**src/rtl/fetch_unit_pkg.sv**
```systemverilog
// Shared definitions for the instruction fetch stage: state encodings,
// enable/disable levels, default reset PC and the prefetch entry layout.
package fetch_unit_pkg;

    localparam logic [1:0] FETCH_RUN   = 2'd0;
    localparam logic [1:0] FETCH_DRAIN = 2'd1;
    localparam logic [1:0] FETCH_HALT  = 2'd2;

    localparam logic ENABLE  = 1'b1;
    localparam logic DISABLE = 1'b0;

    localparam logic [31:0] RESET_PC_DEFAULT = 32'h0000_0000;

    typedef struct packed {
        logic [31:0] pc;
        logic [31:0] ir;
    } fetch_entry_t;

endpackage

```
**src/rtl/fetch_fifo.sv**
```systemverilog
// Synchronous prefetch FIFO holding {pc, ir} entries; flush empties it in one
// cycle and the head is presented straight from the storage registers.
module fetch_fifo
    import fetch_unit_pkg::*;
#(
    parameter int unsigned DEPTH = 4,
    parameter int unsigned CW    = $clog2(DEPTH) + 1
) (
    input  logic         clk,
    input  logic         rst_n,
    input  logic         push,
    input  fetch_entry_t push_data,
    input  logic         pop,
    input  logic         flush,
    output fetch_entry_t head,
    output logic [CW-1:0] count
);

    localparam int unsigned AW = $clog2(DEPTH);

    fetch_entry_t  mem_q [DEPTH];
    fetch_entry_t  mem_d [DEPTH];
    logic [AW-1:0] wr_ptr_q, wr_ptr_d;
    logic [AW-1:0] rd_ptr_q, rd_ptr_d;
    logic [CW-1:0] count_q, count_d;
    logic          do_pop;

    always_comb begin
        mem_d    = mem_q;
        wr_ptr_d = wr_ptr_q;
        rd_ptr_d = rd_ptr_q;
        count_d  = count_q;
        do_pop   = pop && (count_q != '0);
        if (flush) begin
            wr_ptr_d = '0;
            rd_ptr_d = '0;
            count_d  = '0;
        end else begin
            if (push) begin
                mem_d[wr_ptr_q] = push_data;
                wr_ptr_d        = wr_ptr_q + 1'b1;
            end
            if (do_pop) begin
                rd_ptr_d = rd_ptr_q + 1'b1;
            end
            if (push && !do_pop) begin
                count_d = count_q + 1'b1;
            end else if (!push && do_pop) begin
                count_d = count_q - 1'b1;
            end
        end
    end

    // Storage is cleared on reset so ir/ir_pc read as zero before any fetch.
    always_ff @(posedge clk) begin
        if (!rst_n) begin
            for (int unsigned i = 0; i < DEPTH; i++) begin
                mem_q[i] <= '0;
            end
            wr_ptr_q <= '0;
            rd_ptr_q <= '0;
            count_q  <= '0;
        end else begin
            mem_q    <= mem_d;
            wr_ptr_q <= wr_ptr_d;
            rd_ptr_q <= rd_ptr_d;
            count_q  <= count_d;
        end
    end

    always_comb begin
        head  = mem_q[rd_ptr_q];
        count = count_q;
    end

endmodule

```
**src/rtl/fetch_unit.sv**
```systemverilog
// Instruction fetch stage: PC, imem request/response accounting, redirect/halt FSM
// and prefetch FIFO. Define FETCH_MISALIGN_CHK_EN to trap misaligned redirect targets.
module fetch_unit
    import fetch_unit_pkg::*;
#(
    parameter logic [31:0] RESET_PC   = RESET_PC_DEFAULT,
    parameter int unsigned FIFO_DEPTH = 4,
    parameter int unsigned MAX_OUTST  = 2
) (
    input  logic        clk,
    input  logic        rst_n,
    output logic        imem_req,
    output logic [31:0] imem_addr,
    input  logic        imem_gnt,
    input  logic        imem_rvalid,
    input  logic [31:0] imem_rdata,
    input  logic        redirect_valid,
    input  logic [31:0] redirect_pc,
    input  logic        halt,
    output logic        ir_valid,
    output logic [31:0] ir,
    output logic [31:0] ir_pc,
    input  logic        ir_ready,
    output logic        misalign_fault
);

    localparam int unsigned CNT_W = $clog2(FIFO_DEPTH) + 1;

    logic [1:0]       state_q, state_d;
    logic [31:0]      pc_q, pc_d;
    logic [31:0]      resp_pc_q, resp_pc_d;
    logic [CNT_W-1:0] outst_q, outst_d;
    logic [CNT_W-1:0] drop_q, drop_d;
    logic             fault_q, fault_d;

    logic             active, issue, resp, misalign;
    logic             fifo_push, fifo_pop, fifo_flush;
    logic [CNT_W-1:0] fifo_cnt;
    logic [31:0]      redir_pc;
    fetch_entry_t     entry_in, head;

`ifdef FETCH_MISALIGN_CHK_EN
    always_comb misalign = (redirect_pc[1:0] != 2'b00);
`else
    logic unused_redirect_lsbs;
    assign unused_redirect_lsbs = ^redirect_pc[1:0];
    always_comb misalign = 1'b0;
`endif

    always_comb begin
        active   = (state_q == FETCH_RUN) || (state_q == FETCH_DRAIN);
        imem_req = rst_n && active && !redirect_valid
                   && ((32'(outst_q) + 32'(fifo_cnt)) < FIFO_DEPTH)
                   && (32'(outst_q) < MAX_OUTST);
        issue    = imem_req && imem_gnt;
        resp     = imem_rvalid && (outst_q != '0);
        redir_pc = {redirect_pc[31:2], 2'b00};
        fifo_pop = ir_valid && ir_ready;

        outst_d = outst_q;
        if (issue && !resp) begin
            outst_d = outst_q + 1'b1;
        end else if (!issue && resp) begin
            outst_d = outst_q - 1'b1;
        end

        pc_d        = pc_q;
        resp_pc_d   = resp_pc_q;
        state_d     = state_q;
        drop_d      = drop_q;
        fault_d     = fault_q;
        fifo_push   = 1'b0;
        fifo_flush  = 1'b0;
        entry_in.pc = resp_pc_q;
        entry_in.ir = imem_rdata;

        if (active) begin
            if (issue) begin
                pc_d = pc_q + 32'd4;
            end
            // Responses are in order: stale ones come first and are counted off by drop.
            if (resp) begin
                if (drop_q != '0) begin
                    drop_d = drop_q - 1'b1;
                end else begin
                    fifo_push = 1'b1;
                    resp_pc_d = resp_pc_q + 32'd4;
                end
            end
            if ((state_q == FETCH_DRAIN) && (drop_d == '0)) begin
                state_d = FETCH_RUN;
            end
            if (halt) begin
                fifo_flush = 1'b1;
                fifo_push  = 1'b0;
                state_d    = FETCH_HALT;
            end else if (redirect_valid) begin
                fifo_flush = 1'b1;
                fifo_push  = 1'b0;
                if (misalign) begin
                    fault_d = ENABLE;
                    state_d = FETCH_HALT;
                end else begin
                    pc_d      = redir_pc;
                    resp_pc_d = redir_pc;
                    drop_d    = outst_d;
                    state_d   = (outst_d != '0) ? FETCH_DRAIN : FETCH_RUN;
                end
            end
        end
    end

    always_ff @(posedge clk) begin
        if (!rst_n) begin
            state_q   <= FETCH_RUN;
            pc_q      <= RESET_PC;
            resp_pc_q <= RESET_PC;
            outst_q   <= '0;
            drop_q    <= '0;
            fault_q   <= DISABLE;
        end else begin
            state_q   <= state_d;
            pc_q      <= pc_d;
            resp_pc_q <= resp_pc_d;
            outst_q   <= outst_d;
            drop_q    <= drop_d;
            fault_q   <= fault_d;
        end
    end

    fetch_fifo #(
        .DEPTH (FIFO_DEPTH),
        .CW    (CNT_W)
    ) u_fifo (
        .clk       (clk),
        .rst_n     (rst_n),
        .push      (fifo_push),
        .push_data (entry_in),
        .pop       (fifo_pop),
        .flush     (fifo_flush),
        .head      (head),
        .count     (fifo_cnt)
    );

    always_comb begin
        imem_addr      = pc_q;
        ir_valid       = (fifo_cnt != '0);
        ir             = head.ir;
        ir_pc          = head.pc;
        misalign_fault = fault_q;
    end

endmodule

```
**config.mk**
```make
export PLATFORM = sky130hd
export DESIGN_NAME = fetch_unit
export DESIGN_NICKNAME = d
export VERILOG_FILES = /design/src/rtl/fetch_unit_pkg.sv /design/src/rtl/fetch_fifo.sv /design/src/rtl/fetch_unit.sv
export SDC_FILE = /design/constraint.sdc
export NUM_CORES = 1
export LEC_CHECK = 0
export CAP_MARGIN = 10
export CORE_MARGIN = 8
export CORE_UTILIZATION = 25
export DETAILED_ROUTE_END_ITERATION = 10
export MAX_ROUTING_LAYER = met4
export PLACE_DENSITY_LB_ADDON = 0.15
export SYNTH_ARGS = -nofsm -noshare
export SYNTH_HDL_FRONTEND = slang
export SYNTH_SLANG_ARGS = --single-unit
```
**constraint.sdc**
```tcl
create_clock -name clk -period 3.5 [get_ports clk]
set_input_delay 0.525 -clock clk [delete_from_list [all_inputs] [get_ports clk]]
set_output_delay 0.525 -clock clk [all_outputs]
set_load 0.005 [all_outputs]
```
* Word level (Yosys, flattened, before mapping)
Index checks and enable logic that the tools add are counted.
** Operators by class
- Add/subtract/negate cells :: 10
- $mul :: 0
- Div/mod/pow operators :: 0
- $lt $le $gt $ge :: 5
- Equality and inequality tests :: 1
- Shift-type cells :: 0
- Mux-type cells :: 34
- Bitwise logic cells :: 4
- Reduce and logical (&&, ||, !) cells :: 31
** Operators with widths (number)
- bitwise mux 256 bit :: 1
- two-way mux 32 bit :: 7
- two-way mux 64 bit :: 3
- binary-select mux 64 bit (select 2 bit) :: 1
- demux 64 bit (select 2 bit) :: 1
- adder 32 x 3 -> 32 bit (second input constant) :: 2
- two-way mux 3 bit :: 9
- nonzero test 3 bit :: 5
- logical AND 1 bit :: 14
- two-way mux 1 bit :: 9
- subtractor 3 x 1 -> 3 bit (second input constant) :: 3
- adder 3 x 1 -> 3 bit (second input constant) :: 2
- >= comparator 3 bit (second input constant) :: 2
- two-way mux 2 bit :: 3
- inverter 2 -> 3 bit :: 2
- logical NOT 1 bit :: 5
- adder 2 x 1 -> 2 bit (second input constant) :: 2
- adder 3 x 3 -> 4 bit :: 1
- less-than comparator 4 x 3 -> 1 bit (second input constant) :: 1
- AND reduction 2 bit :: 2
- logical NOT 3 bit :: 1
- less-than comparator 3 x 1 -> 1 bit (second input constant) :: 1
- less-than comparator 3 x 2 -> 1 bit (second input constant) :: 1
- == test 2 x 1 -> 1 bit (second input constant) :: 1
- 5 further kinds :: 6
** Word-level totals
- Flip-flop bits (word level) :: 335
- Latch bits :: 0
- RAM bits :: 0
- Bits in read-only memories :: 0
- Input port bits :: 71
- Output and inout bits :: 99
- Memories kept :: 0

* Depth between registers and ports, before layout
Gate-level depths: netlist of run 1.
- Depth in word-level cells :: 15
- Depth in mapped cells :: 11
- Gate-level depth less buffers :: 10

* Modules after synthesis
From an unflattened synthesis of run 1, not the netlist that was laid out.
** Unflattened totals
- Cell total of the unflattened synthesis :: 1814
- Area total of the unflattened synthesis :: 15867.7 sq um
** Modules (own cells, without submodules)
- fetch_fifo :: instances 1, cells each 1230, area each 11548.6 sq um
- fetch_unit :: instances 1, cells each 584, area each 4319.1 sq um

* Worst setup path before layout of run 1
Ideal clock, no wire load.
- Path type :: register to register
- Start :: reg outst_q[1]
- End :: reg u_fifo.count_q[2], in the netlist u_fifo.count[2]
- Library setup time :: 0.072 ns
- Arrival time :: 2.501 ns
- Path slack :: 0.928 ns
- Stages on the path, launching flop included :: 12
- Buffers on the path :: 1
- Path through :: dfxtp_1 > inv_1 > ha_1 > and2b_1 > nor4_1 > buf_2 > ha_1 > inv_1 > fa_1 > xor2_1 > or3_1 > a21oi_1
** On the way
- Word-level cells in the longest chain between the ends :: 9
** Ends and longest elaborated chain
- from (decl) :: RTL line fetch_unit.sv:32 : logic [CNT_W-1:0] outst_q, outst_d;
- from (signal assigned) :: RTL line fetch_unit.sv:125 : outst_q <= outst_d;
- nonzero test 3 bit * :: RTL line fetch_unit.sv:56 : resp = imem_rvalid && (outst_q != '0);
- logical AND 1 bit * :: RTL line fetch_unit.sv:56
- two-way mux 1 bit * :: RTL line fetch_unit.sv:82 : if (resp) begin
- two-way mux 1 bit * :: RTL line fetch_unit.sv:97 : end else if (redirect_valid) begin
- two-way mux 1 bit * :: RTL line fetch_unit.sv:93 : if (halt) begin
- two-way mux 1 bit * :: RTL line fetch_unit.sv:77 : if (active) begin
- net fifo_push :: RTL line fetch_unit.sv:37 : logic fifo_push, fifo_pop, fifo_flush;
- logical NOT 1 bit :: RTL line fetch_fifo.sv:48 : end else if (!push && do_pop) begin
- logical AND 1 bit :: RTL line fetch_fifo.sv:48
- nonzero test 2 bit (no source line)
- to (signal assigned) :: RTL line fetch_fifo.sv:67 : count_q <= count_d;
- to (decl) :: RTL line fetch_fifo.sv:25 : logic [CW-1:0] count_q, count_d;
The timed path passes the listed nets; every way through them passes the cells marked *.
A chain may end at the register's enable or synchronous reset.

* Final worst setup path of run 1
- Start :: reg outst_q[2]
- End :: out imem_req
** On the way
- Word-level cells in the longest chain between the ends :: 4
** Ends and longest elaborated chain
- adder 3 x 3 -> 4 bit :: RTL line fetch_unit.sv:53 : && ((32'(outst_q) + 32'(fifo_cnt)) < FIFO_DEPTH)
- less-than comparator 4 x 3 -> 1 bit :: RTL line fetch_unit.sv:53
- logical AND 1 bit :: RTL line fetch_unit.sv:53
- logical AND 1 bit * :: RTL line fetch_unit.sv:54 : && (32'(outst_q) < MAX_OUTST);
- to (decl) :: RTL line fetch_unit.sv:12 : output logic imem_req,
Every way passes the cells marked *; elsewhere a longest branch is shown, timed or not.

==> metrics.log, run 1 <==
[metrics] detailed placement HPWL: 33700 um
[metrics] maximum root-to-sink buffer count: 3
[metrics] Switch Pwr: 2.31 mW
[metrics] # setup viols final: 0
[metrics] IO Pins: 170
[metrics] antenna violation net count after detailed routing: 0
[metrics] cell count after synthesis: 1803
[metrics] Core Box Area: 58900 sq um
[metrics] n_diodes: 0
[metrics] number of H-tree levels: 2
[metrics] final worst slack: 126 ps
[metrics] worst supply voltage drop on vdd: 0.000265 V
[metrics] count of final max-slew check failures: 0
[metrics] number of maximum-capacitance constraint violations: 0
[metrics] Total Wirelength: 52700 um
[metrics] total routing resource utilization after global routing: 0.157
[metrics] Post-Syn Area per Cell: 8.23 sq um
[metrics] arrival time of the worst setup path: 2850 ps
[metrics] number of iterations in the first detailed-routing pass: 5
[metrics] Min Clock Period, post-route: 3370 ps
[metrics] die outline height: 260 um
[metrics] total leakage power: 5.86 nW
[metrics] max-slew headroom at the worst pin: 0.445
[metrics] CTS tree: done
[metrics] antenna violations before repair: 0
[metrics] class of the most critical setup path: flip-flop to output port
[metrics] final standard cell utilization of the core: 0.313
[metrics] iteration-0 DRC count of the detailed router: 1024
[metrics] Final Net Count: 1974
[metrics] final hold slack: 450 ps
[metrics] clock latency of the later-clocked register in the worst-skew pair: 560 ps
[metrics] cell type of the slowest stage on the worst timing path: sky130_fd_sc_hd__or4b_1
[metrics] area of the die: 67400 sq um
[metrics] type of destination of the critical path: output port
[metrics] netlist area before placement: 14800 sq um
[metrics] top cell type's share of synthesized area: 0.434
[metrics] delay of the slowest cell on the worst path: 680 ps
[metrics] Worst Tran Pin Value: 833 ps
[metrics] Post-Place Worst Slack: 424 ps
[metrics] Crit Reg-Reg Endpoint: u_fifo.count[2]$_SDFFE_PP0P_
[metrics] number of instances resized during post-cts repair: 0
[metrics] share of cells above drive strength 1: 0.102
[metrics] detailed-route wire length per cell: 19.6 um
[metrics] nature of the critical path startpoint: flip-flop
[metrics] setup clock skew after layout: 17.3 ps
[metrics] Data required, critical path: 2970 ps
[metrics] cell class contributing the biggest share of worst-path delay: simple AND/OR/NAND/NOR gates
[metrics] number of register bits inferred by synthesis: 322
[metrics] sequential cell area fraction in the yosys report: 0.434
[metrics] summed negative setup slack over all endpoints: 0 ps
[metrics] number of global-route vias before repair: 13274
[metrics] Register-to-Register Setup Slack: 730 ps
[metrics] die width: 260 um
[metrics] share of synthesized registers carrying an async set or reset: 0
[metrics] I/O Buffers: 162
[metrics] launch instance of the worst min-delay path: u_fifo.mem_q[5]$_SDFFE_PN0P_
[metrics] root buf cell: sky130_fd_sc_hd__clkbuf_16
[metrics] starting density of the core: 0.252
[metrics] count of synthesis-stage warnings from yosys: 0
[metrics] number of cells on the worst hold path: 2
[metrics] number of buffers inserted for hold repair after clock tree synthesis: 0
[metrics] routability congestion estimate from global placement: 0.806
[metrics] top fanout value on the critical path: 7
[metrics] buffer and inverter count on the worst path: 1
[metrics] end point of the worst hold path: u_fifo.mem_q[5]$_SDFFE_PN0P_
[metrics] Sequential Power Share: 0.448
[metrics] Sw Share: 0.265
[metrics] Primary FF master, synth: sky130_fd_sc_hd__dfxtp_1
[metrics] number of flops mapped to enable cells by yosys: 0
[metrics] fmax: 296 MHz
[metrics] number of clock buffers inserted by TritonCTS: 40
[metrics] result of the run: completed
[metrics] number of fillers in the final layout: 6127
[metrics] critical path, cell by cell: ha_1 -> or4b_1 -> nor4_1 -> clkdlybuf4s50_1
[metrics] Clock transition at path regs: 60 ps
[metrics] internal power component: 6.38 mW
[metrics] setup repair after global routing missed its margin: false
[metrics] crit share post-route: 0.964
[metrics] Yosys cell types: 77
[metrics] top cells by area, synth: sky130_fd_sc_hd__dfxtp_1 43%, sky130_fd_sc_hd__nand2_1 14%, sky130_fd_sc_hd__a21oi_1 9.7%, sky130_fd_sc_hd__mux4_2 9.4%, sky130_fd_sc_hd__clkbuf_1 3.0%
[metrics] global-route wire length before repair: 80800 um
[metrics] power per standard cell area: 471 nW/um^2
[metrics] cell taking the most area after synthesis: sky130_fd_sc_hd__dfxtp_1
[metrics] fraction of power consumed by the clock network: 0.450
[metrics] count of final hold-check violations: 0
[metrics] setup fix buffers added after clock tree synthesis: 0
[metrics] standard-cell row count: 89
[metrics] largest net degree at the start of global routing: 173
[metrics] CTS Sinks: 322
[metrics] path class of the lowest-slack min-delay path: flip-flop to flip-flop
[metrics] via count normalized by instance count: 4.99
[metrics] R2R Path Start: outst_q[1]$_SDFF_PN0_
[metrics] count of vias placed by the detailed router: 13423
[metrics] Comb power frac: 0.102
[metrics] Overflow after GRT: 0
[metrics] DR DRC count: 0
[metrics] Layout Area Growth over Synthesis: 24.2%
[metrics] Reg2Reg Depth: 10
==> cells in the final DEF, fill, tap and decap left out, drive strengths merged, types with 8 or more instances in the layout <==
master	instances
a311oi	9
clkdlybuf4s50	161
and2	11
nand2	547
nor3	24
clkbuf	60
and4	8
a21oi	289
inv	20
nand4	20
dfxtp	322
and3	24
buf	45
o21ai	34
nand3	35
ha	14
a211oi	18
nor2	50
nor4	17
mux4	62
a22oi	9
a31oi	8
clkinv	8
==> flip-flops by register name, indices dropped and copies added, names as in the netlist <==
name             flops
drop_q               3
imem_addr           30
outst_q              3
resp_pc_q           30
state_q              1
u_fifo.count         3
u_fifo.mem_q       248
u_fifo.rd_ptr_q      2
u_fifo.wr_ptr_q      2
==> synth_stat cells (10+ instances only) <==
cell type                  instances
sky130_fd_sc_hd__nand4_1          20
sky130_fd_sc_hd__a21oi_1         289
sky130_fd_sc_hd__mux4_2           62
sky130_fd_sc_hd__nand2_1         547
sky130_fd_sc_hd__inv_1            18
sky130_fd_sc_hd__dfxtp_1         322
sky130_fd_sc_hd__ha_1             14
sky130_fd_sc_hd__and2_1           10
sky130_fd_sc_hd__o21ai_0          33
sky130_fd_sc_hd__nor2_1           50
sky130_fd_sc_hd__clkbuf_1        120
sky130_fd_sc_hd__buf_1            10
sky130_fd_sc_hd__a211oi_1         18
sky130_fd_sc_hd__nand3_1          35
sky130_fd_sc_hd__buf_2            28
sky130_fd_sc_hd__and3_1           24
sky130_fd_sc_hd__nor3_1           23
sky130_fd_sc_hd__nor4_1           15
==> power by group through the flow <==
| stage | combinational [mW] | sequential (mW) | clock (mW) |
|---|---|---|---|
| 6_report | 0.883 | 3.89 | 3.91 |
| 3_3_place_gp | 0.876 | 3.97 | 0 |
| 3_5_place_dp | 0.884 | 3.97 | 0 |
| 5_1_grt | 0.972 | 3.91 | 4.20 |
| 4_1_cts | 0.888 | 3.89 | 4.07 |
| 2_1_floorplan | 0.553 | 3.89 | 0 |
==> worst reg2reg max path, delay by kind of cell (launching register included) <==
kind	cells	cell delay [ps]
compound gates	1	140
xor+xnor	1	180
fa+ha+maj	3	860
buf+inv	2	170
flops	1	520
simple gates	3	810
==> layout make-up <==
cell class              count  area, sq um  share of cell area
well taps                 773          967              0.0525
clock inverters            10         83.8             0.00455
clock buffers              60         1140              0.0617
multi-input cells        1300         7670               0.416
inverters                  18         75.1             0.00407
flip-flops and latches    322         6450               0.350
repair buffers            206         2050               0.111
==> routing by layer <==
layer / vias to the layer above / GRT usage / share of wire
li1: 6469 / - / -
met1: 6501 / 0.204 / 0.45
met2: 386 / 0.249 / 0.47
met3: 67 / 0.0261 / 0.055
met4: 0 / 0.0444 / 0.020
met5: - / - / 0
==> cell families (layout without fill, tap and decap cells) <==
| logic type | count (synthesis) | after routing | share of synthesized area |
|---|---|---|---|
| buf+inv | 185 | 294 | 0.0519 |
| fa+ha+maj | 15 | 15 | 0.0132 |
| mux | 71 | 71 | 0.100 |
| flops | 322 | 322 | 0.434 |
| xor+xnor | 7 | 7 | 0.00413 |
| other cells | 1 | 5 | 0.000253 |
| simple gates | 764 | 764 | 0.223 |
| compound gates | 438 | 438 | 0.173 |
==> worst max-delay path by stage <==
stage                           from  cells past startpoint                      endpoint
2_1_floorplan  outst_q[1]$_SDFF_PN0_                     11  u_fifo.count[2]$_SDFFE_PP0P_
3_3_place_gp          redirect_valid                      4                      imem_req
3_5_place_dp          redirect_valid                      4                      imem_req
4_1_cts        outst_q[2]$_SDFF_PN0_                      4                      imem_req
5_1_grt        outst_q[2]$_SDFF_PN0_                      4                      imem_req
6_report       outst_q[2]$_SDFF_PN0_                      4                      imem_req
==> metrics by stage <==
stage	power [mW]	std cells	cell area (sq um)
after global placement	4.85	2619	17200
after global routing	9.08	2689	18400
after CTS	8.85	2689	18400
after floorplan	4.45	1807	14900
after detailed placement	4.85	2619	17200
final	8.69	2689	18400
(Power assumes the default switching activity.)
==> inputs of run 2 (changes only) <==
--- a/config.mk
+++ b/config.mk
@@ -11,6 +11,7 @@
 export DETAILED_ROUTE_END_ITERATION = 10
 export MAX_ROUTING_LAYER = met4
 export PLACE_DENSITY_LB_ADDON = 0.15
+export RECOVER_POWER = 100
 export SYNTH_ARGS = -nofsm -noshare
 export SYNTH_HDL_FRONTEND = slang
 export SYNTH_SLANG_ARGS = --single-unit
==> metrics.log, run 2 (synthesized netlist as in run 1, its figures left out) <==
[metrics] Layout Area Growth over Synthesis: 23.4%
[metrics] CTS tree: done
[metrics] number of iterations in the first detailed-routing pass: 5 (unchanged)
[metrics] number of H-tree levels: 2 (unchanged)
[metrics] most frequent cells in the layout: 543 x sky130_fd_sc_hd__nand2_1, 319 x sky130_fd_sc_hd__dfxtp_1, 289 x sky130_fd_sc_hd__a21oi_1, 95 x sky130_fd_sc_hd__clkdlybuf4s50_1, 66 x sky130_fd_sc_hd__dlygate4sd3_1
[metrics] detailed-route wire length per cell: 19.6 um (about the same)
[metrics] cell type of the slowest stage on the worst timing path: sky130_fd_sc_hd__dfxtp_2
[metrics] Min Clock Period, post-route: 3390 ps (+12.7 ps)
[metrics] top fanout value on the critical path: 20 (+13)
[metrics] count of final hold-check violations: 0 (unchanged)
[metrics] antenna violations before repair: 0 (unchanged)
[metrics] count of vias placed by the detailed router: 13408 (-0.11%)
[metrics] global-route wire length before repair: 80800 um (unchanged)
[metrics] # setup viols final: 0 (unchanged)
[metrics] crit share post-route: 0.968 (+0.00363)
[metrics] summed negative setup slack over all endpoints: 0 ps (unchanged)
[metrics] via count normalized by instance count: 4.99 (-0.11%)
[metrics] detailed placement HPWL: 33700 um (unchanged)
[metrics] number of buffers inserted for hold repair after clock tree synthesis: 0 (unchanged)
[metrics] arrival time of the worst setup path: 2860 ps (about the same)
[metrics] register containing the most flip-flops in the final layout: u_fifo.mem_q
[metrics] number of flip-flops under the largest register name: 248 (unchanged)
[metrics] path class of the lowest-slack min-delay path: flip-flop to flip-flop
[metrics] antenna violation net count after detailed routing: 0 (unchanged)
[metrics] routability congestion estimate from global placement: 0.806 (unchanged)
[metrics] clock latency of the later-clocked register in the worst-skew pair: 560 ps (about the same)
[metrics] buffer and inverter count on the worst path: 2 (+1)
[metrics] number of global-route vias before repair: 13274 (unchanged)
[metrics] Post-Place Worst Slack: 424 ps (unchanged)
[metrics] setup clock skew after layout: 16.3 ps (-0.955 ps)
[metrics] max-slew headroom at the worst pin: 0.0452 (-0.400)
[metrics] final standard cell utilization of the core: 0.311 (-0.00217)
[metrics] Data required, critical path: 2970 ps (about the same)
[metrics] Overflow after GRT: 0 (unchanged)
[metrics] n_diodes: 0 (unchanged)
[metrics] total leakage power: 6.03 nW (+2.9%)
[metrics] total power after layout: 8.66 mW (-0.33%)
[metrics] CTS Sinks: 322 (unchanged)
[metrics] setup fix buffers added after clock tree synthesis: 0 (unchanged)
[metrics] starting density of the core: 0.252 (unchanged)
[metrics] area of the die: 67400 sq um (unchanged)
[metrics] power per standard cell area: 473 nW/um^2 (+0.37%)
[metrics] standard-cell row count: 89 (unchanged)
[metrics] worst supply voltage drop on vdd: 0.000265 V (about the same)
[metrics] final worst slack: 114 ps (-12.7 ps)
[metrics] delay of the slowest cell on the worst path: 830 ps (+150 ps)
[metrics] number of instances resized during post-cts repair: 0 (unchanged)
[metrics] result of the run: completed
[metrics] setup repair after global routing missed its margin: false
[metrics] final hold slack: 450 ps (+0.125 ps)
[metrics] type of destination of the critical path: output port
[metrics] Clock transition at path regs: 60 ps (about the same)
[metrics] root buf cell: sky130_fd_sc_hd__clkbuf_16
[metrics] count of final max-slew check failures: 0 (unchanged)
[metrics] number of cells on the worst hold path: 2 (unchanged)
[metrics] IO Pins: 170 (unchanged)
[metrics] critical path, cell by cell: buf_12 -> mux4_2 -> dlygate4sd3_1
[metrics] nature of the critical path startpoint: flip-flop
[metrics] class of the most critical setup path: flip-flop to output port
[metrics] DR DRC count: 0 (unchanged)
[metrics] Core Box Area: 58900 sq um (unchanged)
[metrics] Worst Tran Pin Value: 1420 ps (+586 ps)
[metrics] die width: 260 um (unchanged)
[metrics] maximum root-to-sink buffer count: 3 (unchanged)
[metrics] I/O Buffers: 162 (unchanged)
[metrics] Final Net Count: 1974 (unchanged)
[metrics] fmax: 295 MHz (-0.38%)
[metrics] total routing resource utilization after global routing: 0.157 (unchanged)
[metrics] Total Wirelength: 52700 um (about the same)
[metrics] Reg2Reg Depth: 9 (-1)
[metrics] iteration-0 DRC count of the detailed router: 1021 (-0.29%)
[metrics] critical path depth in cells: 3 (-1)
[metrics] number of maximum-capacitance constraint violations: 0 (unchanged)
[metrics] share of cells above drive strength 1: 0.0950 (-0.00731)
[metrics] die outline height: 260 um (unchanged)
[metrics] leading cell type in the layout, fill and taps excluded: sky130_fd_sc_hd__nand2_1
[metrics] largest net degree at the start of global routing: 173 (unchanged)
[metrics] number of clock buffers inserted by TritonCTS: 40 (unchanged)
[metrics] cell class contributing the biggest share of worst-path delay: buffers and inverters
run 2: path summary, 6_finish.rpt:
kind	start	slack, ps	end
max	u_fifo.rd_ptr_q[0]$_SDFFE_PP0P_	110	ir_pc[8]
min	u_fifo.mem_q[5]$_SDFFE_PN0P_	450	u_fifo.mem_q[5]$_SDFFE_PN0P_
max reg2reg	outst_q[1]$_SDFF_PN0_	270	u_fifo.mem_q[17]$_SDFFE_PN0P_
min reg2reg	u_fifo.mem_q[5]$_SDFFE_PN0P_	450	u_fifo.mem_q[5]$_SDFFE_PN0P_
run 2: layout make-up:
class	count	area, sq um
clock buffers	60	1140
clock inverters	10	83.8
inverters	18	75.1
multi-input cells	1300	7610
well taps	773	967
flip-flops and latches	322	6450
fillers	6146	40600
repair buffers	206	1980
run 2: metal layers:
| layer | wire, um | up-vias | track usage | part of all wire |
|---|---|---|---|---|
| li1 | - | 6477 | - | - |
| met1 | 24000 | 6480 | 0.204 | 0.46 |
| met2 | 24800 | 383 | 0.249 | 0.47 |
| met3 | 2810 | 68 | 0.0261 | 0.053 |
| met4 | 1060 | 0 | 0.0444 | 0.020 |
| met5 | 0 | - | - | 0 |
run 2: through the flow:
step	cells	cell area, sq um
global placement	2619	17200
floorplan	1807	14900
finish	2689	18300
detailed placement	2619	17200
CTS	2689	18400
global route	2689	18300
run 2: tightest hold or removal path, delay by kind of cell, from the launching register on:
kind	cells	cell delay, ps
simple gates	1	50
flops	1	300
compound gates	1	50
run 2: power by group:
part	internal (mW)	switching, mW	total [mW]
sequential	3.75	0.144	3.89
clock	2.26	1.66	3.92
combinational	0.354	0.498	0.852
total	6.36	2.30	8.66
==> inputs of run 3 (changes only) <==
--- a/config.mk
+++ b/config.mk
@@ -5,7 +5,7 @@
 export SDC_FILE = /design/constraint.sdc
 export NUM_CORES = 1
 export LEC_CHECK = 0
-export CAP_MARGIN = 10
+export CAP_MARGIN = 15
 export CORE_MARGIN = 8
 export CORE_UTILIZATION = 25
 export DETAILED_ROUTE_END_ITERATION = 10
==> results of run 3 <==
The final DEF is identical to that of run 2; final timing and power are the same.
